==> config.mk <==
export PLATFORM = sky130hd
export DESIGN_NAME = fuzzy_heater_array
export DESIGN_NICKNAME = d
export VERILOG_FILES = /design/src/rtl/fuzzy_heater_pkg.sv /design/src/rtl/fuzzy_heater_channel.sv /design/src/rtl/fuzzy_heater_array.sv
export SDC_FILE = /design/constraint.sdc
export NUM_CORES = 1
export LEC_CHECK = 0
export CAP_MARGIN = 10
export CORE_UTILIZATION = 25
export DETAILED_ROUTE_END_ITERATION = 8
export GPL_TIMING_DRIVEN = 0
export PLACE_DENSITY = 0.48
export SLEW_MARGIN = 20
export SYNTH_ARGS = -nofsm -noshare
export SYNTH_HDL_FRONTEND = slang
export SYNTH_SLANG_ARGS = --single-unit
==> constraint.sdc <==
create_clock -name CLOCK_50 -period 5.3 [get_ports CLOCK_50]
set_input_delay 1.59 -clock CLOCK_50 [delete_from_list [all_inputs] [get_ports CLOCK_50]]
set_output_delay 1.59 -clock CLOCK_50 [all_outputs]
set_load 0.005 [all_outputs]
==> src/rtl/fuzzy_heater_pkg.sv <==
// Shared constants for the fuzzy heater array: vote codes, duty percentages, trip FSM states.
// No logic, no latency, no backpressure.
package fuzzy_heater_pkg;

   // Sign-magnitude heat-feeling votes: bit 2 is the sign, so "cold" votes ask for more heat
   localparam logic [2:0] FEEL_ZERO = 3'b000;
   localparam logic [2:0] FEEL_P1   = 3'b001;
   localparam logic [2:0] FEEL_P2   = 3'b010;
   localparam logic [2:0] FEEL_P3   = 3'b011;
   localparam logic [2:0] FEEL_INV  = 3'b100;
   localparam logic [2:0] FEEL_N1   = 3'b101;
   localparam logic [2:0] FEEL_N2   = 3'b110;
   localparam logic [2:0] FEEL_N3   = 3'b111;

   localparam int PCT_0   = 0;
   localparam int PCT_25  = 25;
   localparam int PCT_50  = 50;
   localparam int PCT_75  = 75;
   localparam int PCT_100 = 100;

   typedef enum logic {
      ST_NORMAL = 1'b0,
      ST_TRIP   = 1'b1
   } heater_state_e;

   // Floored pct * (2^pwm_w - 1) / 100
   function automatic int pct_to_duty(input int pct, input int pwm_w);
      return (pct * ((1 << pwm_w) - 1)) / 100;
   endfunction

endpackage

==> src/rtl/fuzzy_heater_channel.sv <==
// One heater channel: vote decode, slewed duty, over-temp trip with hysteresis, frame-aligned PWM.
// Trip 1 cycle after the temperature register, PWM output 1 cycle after compare; no backpressure.
module fuzzy_heater_channel
   import fuzzy_heater_pkg::*;
#(
   parameter int          PWM_W      = 8,
   parameter int          SLEW_STEP  = 16,
   parameter logic [15:0] TEMP_LIMIT = 16'd4500,
   parameter logic [15:0] TEMP_HYST  = 16'd300
) (
   input  logic             clk_i,
   input  logic             rst_ni,
   input  logic [15:0]      temp_i,
   input  logic [2:0]       feel_i,
   input  logic             tick_i,
   input  logic             frame_start_i,
   input  logic [PWM_W-1:0] pwm_cnt_i,
   output logic             pwm_o,
   output logic [PWM_W-1:0] duty_o,
   output logic             over_temp_o
);

   localparam int             DMAX   = (1 << PWM_W) - 1;
   localparam int             STEP_I = (SLEW_STEP > DMAX) ? DMAX : SLEW_STEP;
   localparam logic [PWM_W:0] STEP   = (PWM_W+1)'(STEP_I);
   localparam logic [15:0]    REARM  = TEMP_LIMIT - TEMP_HYST;

   localparam logic [PWM_W-1:0] TGT_0   = PWM_W'(pct_to_duty(PCT_0,   PWM_W));
   localparam logic [PWM_W-1:0] TGT_25  = PWM_W'(pct_to_duty(PCT_25,  PWM_W));
   localparam logic [PWM_W-1:0] TGT_50  = PWM_W'(pct_to_duty(PCT_50,  PWM_W));
   localparam logic [PWM_W-1:0] TGT_75  = PWM_W'(pct_to_duty(PCT_75,  PWM_W));
   localparam logic [PWM_W-1:0] TGT_100 = PWM_W'(pct_to_duty(PCT_100, PWM_W));

   logic [15:0]      temp_q;
   heater_state_e    state_q, state_d;
   logic [PWM_W-1:0] cur_q, cur_d;
   logic [PWM_W-1:0] frame_q, frame_d;
   logic             pwm_q, pwm_d;
   logic [PWM_W-1:0] tgt;
   logic [PWM_W-1:0] frame_eff;
   logic [PWM_W:0]   cur_x, tgt_x, up_x, dn_x;

   always_comb begin
      tgt = TGT_0;
      case (feel_i)
         FEEL_P1:                               tgt = TGT_25;
         FEEL_N1:                               tgt = TGT_50;
         FEEL_N2:                               tgt = TGT_75;
         FEEL_N3:                               tgt = TGT_100;
         FEEL_P3, FEEL_P2, FEEL_ZERO, FEEL_INV: tgt = TGT_0;
         default:                               tgt = TGT_0;
      endcase
   end

   always_comb begin
      state_d = state_q;
      case (state_q)
         ST_NORMAL: if (temp_q >= TEMP_LIMIT) state_d = ST_TRIP;
         ST_TRIP:   if (temp_q < REARM)       state_d = ST_NORMAL;
         default:   state_d = ST_NORMAL;
      endcase
   end

   // One extra bit keeps cur+STEP from wrapping past DMAX
   assign cur_x = {1'b0, cur_q};
   assign tgt_x = {1'b0, tgt};
   assign up_x  = cur_x + STEP;
   assign dn_x  = cur_x - STEP;

   // The trip path is checked first so it overrides a coincident tick
   always_comb begin
      cur_d = cur_q;
      if (state_d == ST_TRIP) begin
         cur_d = '0;
      end else if (tick_i) begin
         if (cur_x < tgt_x) begin
            cur_d = (up_x >= tgt_x) ? tgt : up_x[PWM_W-1:0];
         end else if (cur_x > tgt_x) begin
            cur_d = (cur_x >= tgt_x + STEP) ? dn_x[PWM_W-1:0] : tgt;
         end
      end
   end

   // At frame start the compare already uses the newly latched duty, so each frame's
   // high time equals the duty captured at its start
   assign frame_eff = frame_start_i ? cur_q : frame_q;
   assign frame_d   = (state_d == ST_TRIP) ? '0 : frame_eff;
   assign pwm_d     = (state_q == ST_NORMAL) && (pwm_cnt_i < frame_eff);

   always_ff @(posedge clk_i or negedge rst_ni) begin
      if (!rst_ni) begin
         temp_q  <= '0;
         state_q <= ST_NORMAL;
         cur_q   <= '0;
         frame_q <= '0;
         pwm_q   <= 1'b0;
      end else begin
         temp_q  <= temp_i;
         state_q <= state_d;
         cur_q   <= cur_d;
         frame_q <= frame_d;
         pwm_q   <= pwm_d;
      end
   end

   assign pwm_o       = pwm_q;
   assign duty_o      = cur_q;
   assign over_temp_o = (state_q == ST_TRIP);

endmodule

==> src/rtl/fuzzy_heater_array.sv <==
// Multi-channel fuzzy heater controller: shared update prescaler and PWM frame counter, NUM_CH channels.
// Duty slews once per Update_Tick, PWM registered one cycle after compare; no backpressure.
module fuzzy_heater_array
   import fuzzy_heater_pkg::*;
#(
   parameter int          NUM_CH     = 2,
   parameter int          PWM_W      = 8,
   parameter int          CLK_HZ     = 50000000,
   parameter int          UPDATE_HZ  = 2,
   parameter int          SLEW_STEP  = 16,
   parameter logic [15:0] TEMP_LIMIT = 16'd4500,
   parameter logic [15:0] TEMP_HYST  = 16'd300
) (
   input  logic                      CLOCK_50,
   input  logic                      RESET_N,
   input  logic [16*NUM_CH-1:0]      Real_Temperature,
   input  logic [3*NUM_CH-1:0]       Heat_Feeling,
   output logic [NUM_CH-1:0]         PWM_Heater,
   output logic [PWM_W*NUM_CH-1:0]   Duty_Applied,
   output logic [NUM_CH-1:0]         Over_Temp,
   output logic                      Update_Tick
);

   localparam int               DIV      = CLK_HZ / UPDATE_HZ;
   localparam int               PRE_W    = (DIV > 1) ? $clog2(DIV) : 1;
   localparam logic [PRE_W-1:0] PRE_LAST = PRE_W'(DIV - 1);
   localparam logic [PWM_W-1:0] CNT_LAST = PWM_W'((1 << PWM_W) - 2);

   logic [PRE_W-1:0] pre_q, pre_d;
   logic [PWM_W-1:0] cnt_q, cnt_d;
   logic             tick;
   logic             frame_start;

   assign tick        = (pre_q == PRE_LAST);
   assign frame_start = (cnt_q == '0);
   assign pre_d       = tick ? '0 : pre_q + PRE_W'(1);
   assign cnt_d       = (cnt_q == CNT_LAST) ? '0 : cnt_q + PWM_W'(1);

   always_ff @(posedge CLOCK_50 or negedge RESET_N) begin
      if (!RESET_N) begin
         pre_q <= '0;
         cnt_q <= '0;
      end else begin
         pre_q <= pre_d;
         cnt_q <= cnt_d;
      end
   end

   assign Update_Tick = tick;

   for (genvar i = 0; i < NUM_CH; i++) begin : g_ch
      fuzzy_heater_channel #(
         .PWM_W      (PWM_W),
         .SLEW_STEP  (SLEW_STEP),
         .TEMP_LIMIT (TEMP_LIMIT),
         .TEMP_HYST  (TEMP_HYST)
      ) u_ch (
         .clk_i         (CLOCK_50),
         .rst_ni        (RESET_N),
         .temp_i        (Real_Temperature[16*i +: 16]),
         .feel_i        (Heat_Feeling[3*i +: 3]),
         .tick_i        (tick),
         .frame_start_i (frame_start),
         .pwm_cnt_i     (cnt_q),
         .pwm_o         (PWM_Heater[i]),
         .duty_o        (Duty_Applied[PWM_W*i +: PWM_W]),
         .over_temp_o   (Over_Temp[i])
      );
   end

endmodule

## Yosys cells after proc, flatten, opt, wreduce, memory -nomap -nowiden

Memories as Yosys holds them, arrays and structs flattened.
Index checks and enable logic that the tools add are counted.
W data, S select, Z words.

| operators by class | value |
|---|---|
| magnitude comparators | 14 |
| muxes and demuxes | 24 |
| eq/ne operators | 2 |
| bitwise logic cells | 2 |
| reductions and logical operators | 9 |
| add/subtract/negate cells | 8 |

Operators by type and width:

| kind | count |
|---|---|
| $mux W8 | 17 |
| $add A8 B5 Y9 const B | 4 |
| $ge A16 B13 Y1 const B | 2 |
| $lt A16 B13 Y1 const B | 2 |
| $lt A8 B8 Y1 | 4 |
| $add A25 B1 Y25 const B | 1 |
| $eq A25 B25 Y1 const B | 1 |
| $mux W25 | 1 |
| $ge A8 B9 Y1 | 2 |
| $ge A9 B8 Y1 | 2 |
| $gt A8 B8 Y1 | 2 |
| $sub A8 B5 Y8 const B | 2 |
| $add A8 B1 Y8 const B | 1 |
| $eq A8 B8 Y1 const B | 1 |
| $logic_not A8 Y1 | 1 |
| $reduce_bool A3 Y1 | 2 |
| $mux W1 | 4 |
| $pmux W1 S2 | 2 |
| $reduce_and A2 Y1 | 2 |
| $reduce_bool A2 Y1 | 2 |
| $logic_and A1 B1 Y1 | 2 |
| $not A1 Y1 | 2 |

| word-level totals | value |
|---|---|
| input port bits | 40 |
| memories | 2 |
| logic and storage cells | 73 |
| memory bits (read-only) | 128 |
| register bits | 101 |

Memories:

| memory | words | bits a word | rd ports | clocked after Yosys merged registers in | write ports | line | source |
|---|---|---|---|---|---|---|---|
| (no name shown) | 8 | 8 | 1 | 0 | 0 | fuzzy_heater_channel.sv:45 | `case (feel_i)` |
| (no name shown) | 8 | 8 | 1 | 0 | 0 | fuzzy_heater_channel.sv:45 |  |

## Depth between registers and ports, before layout

An unclocked memory read counts as a cell.

| depth | value |
|---|---|
| depth in word-level cells | 8 |
| depth in mapped cells | 12 |
| mapped depth without buffers | 11 |

## Hierarchy

From an unflattened synthesis, not the netlist that was laid out.

| second synthesis, totals | value |
|---|---|
| cells, all modules | 483 |
| area, all modules | 5112.4 µm² |

Modules (own cells, without submodules):

| module | area each (µm²) | sequential area each (µm²) | cells an instance | instances |
|---|---|---|---|---|
| fuzzy_heater_channel | 1739.2 | 725.7 | 161 | 2 |
| fuzzy_heater_array | 1634.1 | 825.8 | 161 | 1 |

## Least setup slack after synthesis

No wires, ideal clock.

| timing | value |
|---|---|
| path type | input to register |
| start | input port Heat_Feeling[4] |
| end | register g_ch[1].u_ch.cur_q[6] |
| path buffers | 0 |
| slack | 1.660 ns |
| stages on the path | 10 |
| setup time | 0.126 ns |
| data arrival time | 3.514 ns |
| path through | nand2_1 > o21a_1 > inv_1 > ha_1 > or4_1 > o22ai_1 > nand2b_1 > a21oi_1 > a311oi_1 > nor3_1 |

| on the way | value |
|---|---|
| word-level cells in the longest chain between the ends | 8 |
| elaborated cells on any way between the ends | 14 |
| those cells by class | add/sub: 1; order compare: 4; mux: 6; reduce/logical: 2; memory: 1 |

RTL lines:

| item | line | source |
|---|---|---|
| start: declaration | fuzzy_heater_array.sv:17 | `input logic [3*NUM_CH-1:0] Heat_Feeling,` |
| $mem_v2 Z8 W8 (*) | -- |  |
| $add A8 B5 Y9 | fuzzy_heater_channel.sv:79 | `cur_d = (cur_x >= tgt_x + STEP) ? dn_x[PWM_W-1:0] : tgt;` |
| $ge A8 B9 Y1 | fuzzy_heater_channel.sv:79 |  |
| $mux W8 | fuzzy_heater_channel.sv:79 |  |
| $mux W8 | fuzzy_heater_channel.sv:78 | `end else if (cur_x > tgt_x) begin` |
| $mux W8 | fuzzy_heater_channel.sv:76 | `if (cur_x < tgt_x) begin` |
| $mux W8 | fuzzy_heater_channel.sv:75 | `end else if (tick_i) begin` |
| $mux W8 | fuzzy_heater_channel.sv:73 | `if (state_d == ST_TRIP) begin` |
| end signal: assignment | fuzzy_heater_channel.sv:100 | `cur_q <= cur_d;` |
| end: declaration | fuzzy_heater_channel.sv:36 | `logic [PWM_W-1:0] cur_q, cur_d;` |

Every way passes the cells marked *; elsewhere a longest branch is shown, timed or not. The select of a mux whose other input is x is not followed.
A chain may end at the register's enable or synchronous reset.

## Worst setup path after layout

| timing | value |
|---|---|
| start | register pre_q[0] |
| end | output port Update_Tick |

| on the way | value |
|---|---|
| word-level cells in the longest chain between the ends | 1 |

RTL lines:

| item | line | source |
|---|---|---|
| start: declaration | fuzzy_heater_array.sv:29 | `logic [PRE_W-1:0] pre_q, pre_d;` |
| start signal: assignment | fuzzy_heater_array.sv:44 | `pre_q <= pre_d;` |
| $eq A25 B25 Y1 | fuzzy_heater_array.sv:34 | `assign tick = (pre_q == PRE_LAST);` |
| end: declaration | fuzzy_heater_array.sv:21 | `output logic Update_Tick` |

Every way passes these cells.

==> results_dict.tcl <==
set metrics [dict create \
    synthArstFlopShare_pct 100 \
    ys_ff_latch 91 \
    maxCapViolCount 0 \
    synthSimpleGateAreaFrac_pct 17.0 \
    clk_pin_slew_worst_paths_ns 0.07 \
    outcome "finished, final reports clean" \
    worstHoldStart "pre_q[4]" \
    setup.worst_path.class "reg -> out" \
    synth-compound-area-share_pct 13.9 \
    maxSlewHeadroom_pct 46.7 \
    drv_slew 0 \
    worst_pin_slew_ns 0.779 \
    skew_ns 0.00764 \
    start_util_pct 25.5 \
    drc 0 \
    hold_viol_final 0 \
    grt_pass1_wl_um 18700 \
    crit_start "pre_q[0]" \
    p_leak_nw 2.68 \
    max_freq_mhz 222 \
    final.setup.tns_ns 0 \
    grt_pass1_vias 3775 \
    port_buffers 56 \
    synthMuxAreaShare_pct 1.61 \
    dieArea_um2 20400 \
    synth_area_per_cell_um2 10.1 \
    whs_ns 0.469 \
    grt_usage_pct 11.7 \
    post_cts_buffers 0 \
    vias 3786 \
    power_density_nw_per_um2 238 \
    synth_xor_area_share_pct 6.36 \
    dp_worst_setup_slack_ns 0.615 \
    globalRouteOverflowTotal 0 \
    cts_max_path_buffers 2 \
    dpl.hpwl_um 8160 \
    ys_types 59 \
    ys_warn_count 0 \
    synth_top_family_by_area "simple AND/OR/NAND/NOR gates" \
    cp-start-kind "flop" \
    ys_top_cells_by_count "dfrtp_1, nor2_1, ha_1" \
    hold_buffers 0 \
    wl_per_cell_um 13.1 \
    drtIter0Drc 160 \
    first_pass_iters 4 \
    finalSetupViolations 0 \
    p_total_w 0.00148 \
    grt_start_max_net_pins 60 \
    coreArea_um2 19500 \
    clockRootBuffer "clkbuf_16" \
    grt_antenna_before_repair 0 \
    cp.required_ns 3.71 \
    seq_area_frac_synth_pct 45.9 \
    ir_worst_vdd_mv 0.151 \
    fp.dieH_um 143 \
    crit-reg2reg-launch "cnt_q[0]" \
    clock_sinks 91 \
    dp_cells 813 \
    cts-resized-gates 0 \
    die_w_um 143 \
    ys.flop_type "dfrtp_1" \
    htree_levels 3 \
    synth_most_common_cell "dfrtp_1" \
    fin_cells 829 \
    vias_per_cell 4.57 \
    syn_to_final_growth_pct 24.8 \
    period_needed_ns 4.51 \
    synth-edff-count 0 \
    pin_count 61 \
    synth_largest_area_cell "dfrtp_1" \
    layout.nets 645 \
    rsz0062_at_grt "false" \
    drive_gt1_share_pct 6.74 \
    synth_top_cell_area_share_pct 45.9 \
    worstPathMaxFanout 10 \
    cts_buffers 9 \
    syn_nets 577 \
    drt-total-wl_um 10900 \
    hold_class "reg -> reg" \
    netlist_top_cells_area "dfrtp_1, ha_1, nor2_1" \
    worst_slack_ns 0.791 \
    ant_nets 0 \
    netlist_instances 491 \
    gp_congestion 0.870 \
    core.rowCount 51 \
    endpoint_kind "output pin" \
    synthAdderAreaFrac_pct 11.6 \
    syn_area_um2 4960 \
    diodes 0 \
    cp.arrival_ns 2.92 \
    cts_tree "built" \
    worstSkewPairLatency_ns 0.35 \
    fin_crit_sh_pct 85.1 \
]
layer usage:
| metal | GRT usage (%) | vias up | part of all wire [%] |
|---|---|---|---|
| met2 | 18.7 | 62 | 46 |
| li1 | - | 1888 | - |
| met3 | 2.58 | 15 | 4.5 |
| met5 | 0 | - | 0 |
| met1 | 15.4 | 1821 | 48 |
| met4 | 4.58 | 0 | 1.7 |
worst max-delay path, stage by stage (launching register included):
cell	delay (ns)
dfrtp_1	0.42
ha_1	0.29
nand4b_1	0.24
nor3_2	0.61
clkbuf_1	0.42
clkdlybuf4s50_1	0.59
layout make-up:
class	instances	area, um2
fill	1996	13300
multi-input combinational	362	2500
sequential	91	2280
timing repair buffer	57	589
tap	265	332
clock buffer	10	239
buffer	18	106
inverter	20	75.1
clock inverter	6	72.6
state kept, by name, summed over array words and instances, names as in the netlist:
signal,flops
g_ch.u_ch.frame_q,16
g_ch.u_ch.temp_q,28
cnt_q,8
g_ch.u_ch.over_temp_o,2
g_ch.u_ch.duty_o,10
g_ch.u_ch.pwm_o,2
pre_q,25
kinds of logic after synthesis:
| group | after synthesis |
|---|---|
| buf+inv | 38 |
| mux | 8 |
| xor+xnor | 36 |
| flops | 91 |
| compound gates | 99 |
| simple gates | 173 |
| fa+ha+maj | 46 |
report_power, final:
group / total, W / internal [W] / switching (W)
clock network: 0.000661 / 0.000384 / 0.000277
registers: 0.000710 / 0.000705 / 0.00000431
logic: 0.000106 / 0.0000508 / 0.0000548
cells in the final DEF, fill, tap and decap left out, drive strengths merged, types with 4 or more instances in the layout:
cell type	synthesis	routed
nand3	19	19
a31oi	6	6
clkdlybuf4s50	0	55
nand4	6	6
xor2	20	20
inv	20	22
o41ai	4	4
o22ai	5	5
nand2	25	25
or3	5	5
a211oi	5	5
nor3	14	14
nor2	71	71
ha	46	46
buf	11	13
o21a	10	10
nor4	5	5
clkbuf	7	17
dfrtp	91	91
mux2i	8	8
and3	6	6
nand2b	4	4
xnor2	16	16
a21oi	22	22
o21ai	15	15
worst paths after layout:
kind                                     endpoint  slack (ns)  depth (start not counted)
min in group asynchronous  g_ch[1].u_ch.duty_o[4]        1.13                          1
hold / removal                           pre_q[4]        0.47                          1
max in group asynchronous  g_ch[0].u_ch.duty_o[7]        3.59                          2
hold reg to reg                          pre_q[4]        0.47                          1
setup / recovery                      Update_Tick        0.79                          5
setup reg to reg               g_ch[0].u_ch.pwm_o        2.27                          9
stage by stage:
stage	util, %	instance area, um2
after floorplan	-	4960
after global routing	31.8	6190
after detailed placement	30.2	5880
after CTS	31.8	6190
final	31.8	6190
after global placement	30.1	5850
Power figures use the tool's default switching activity.
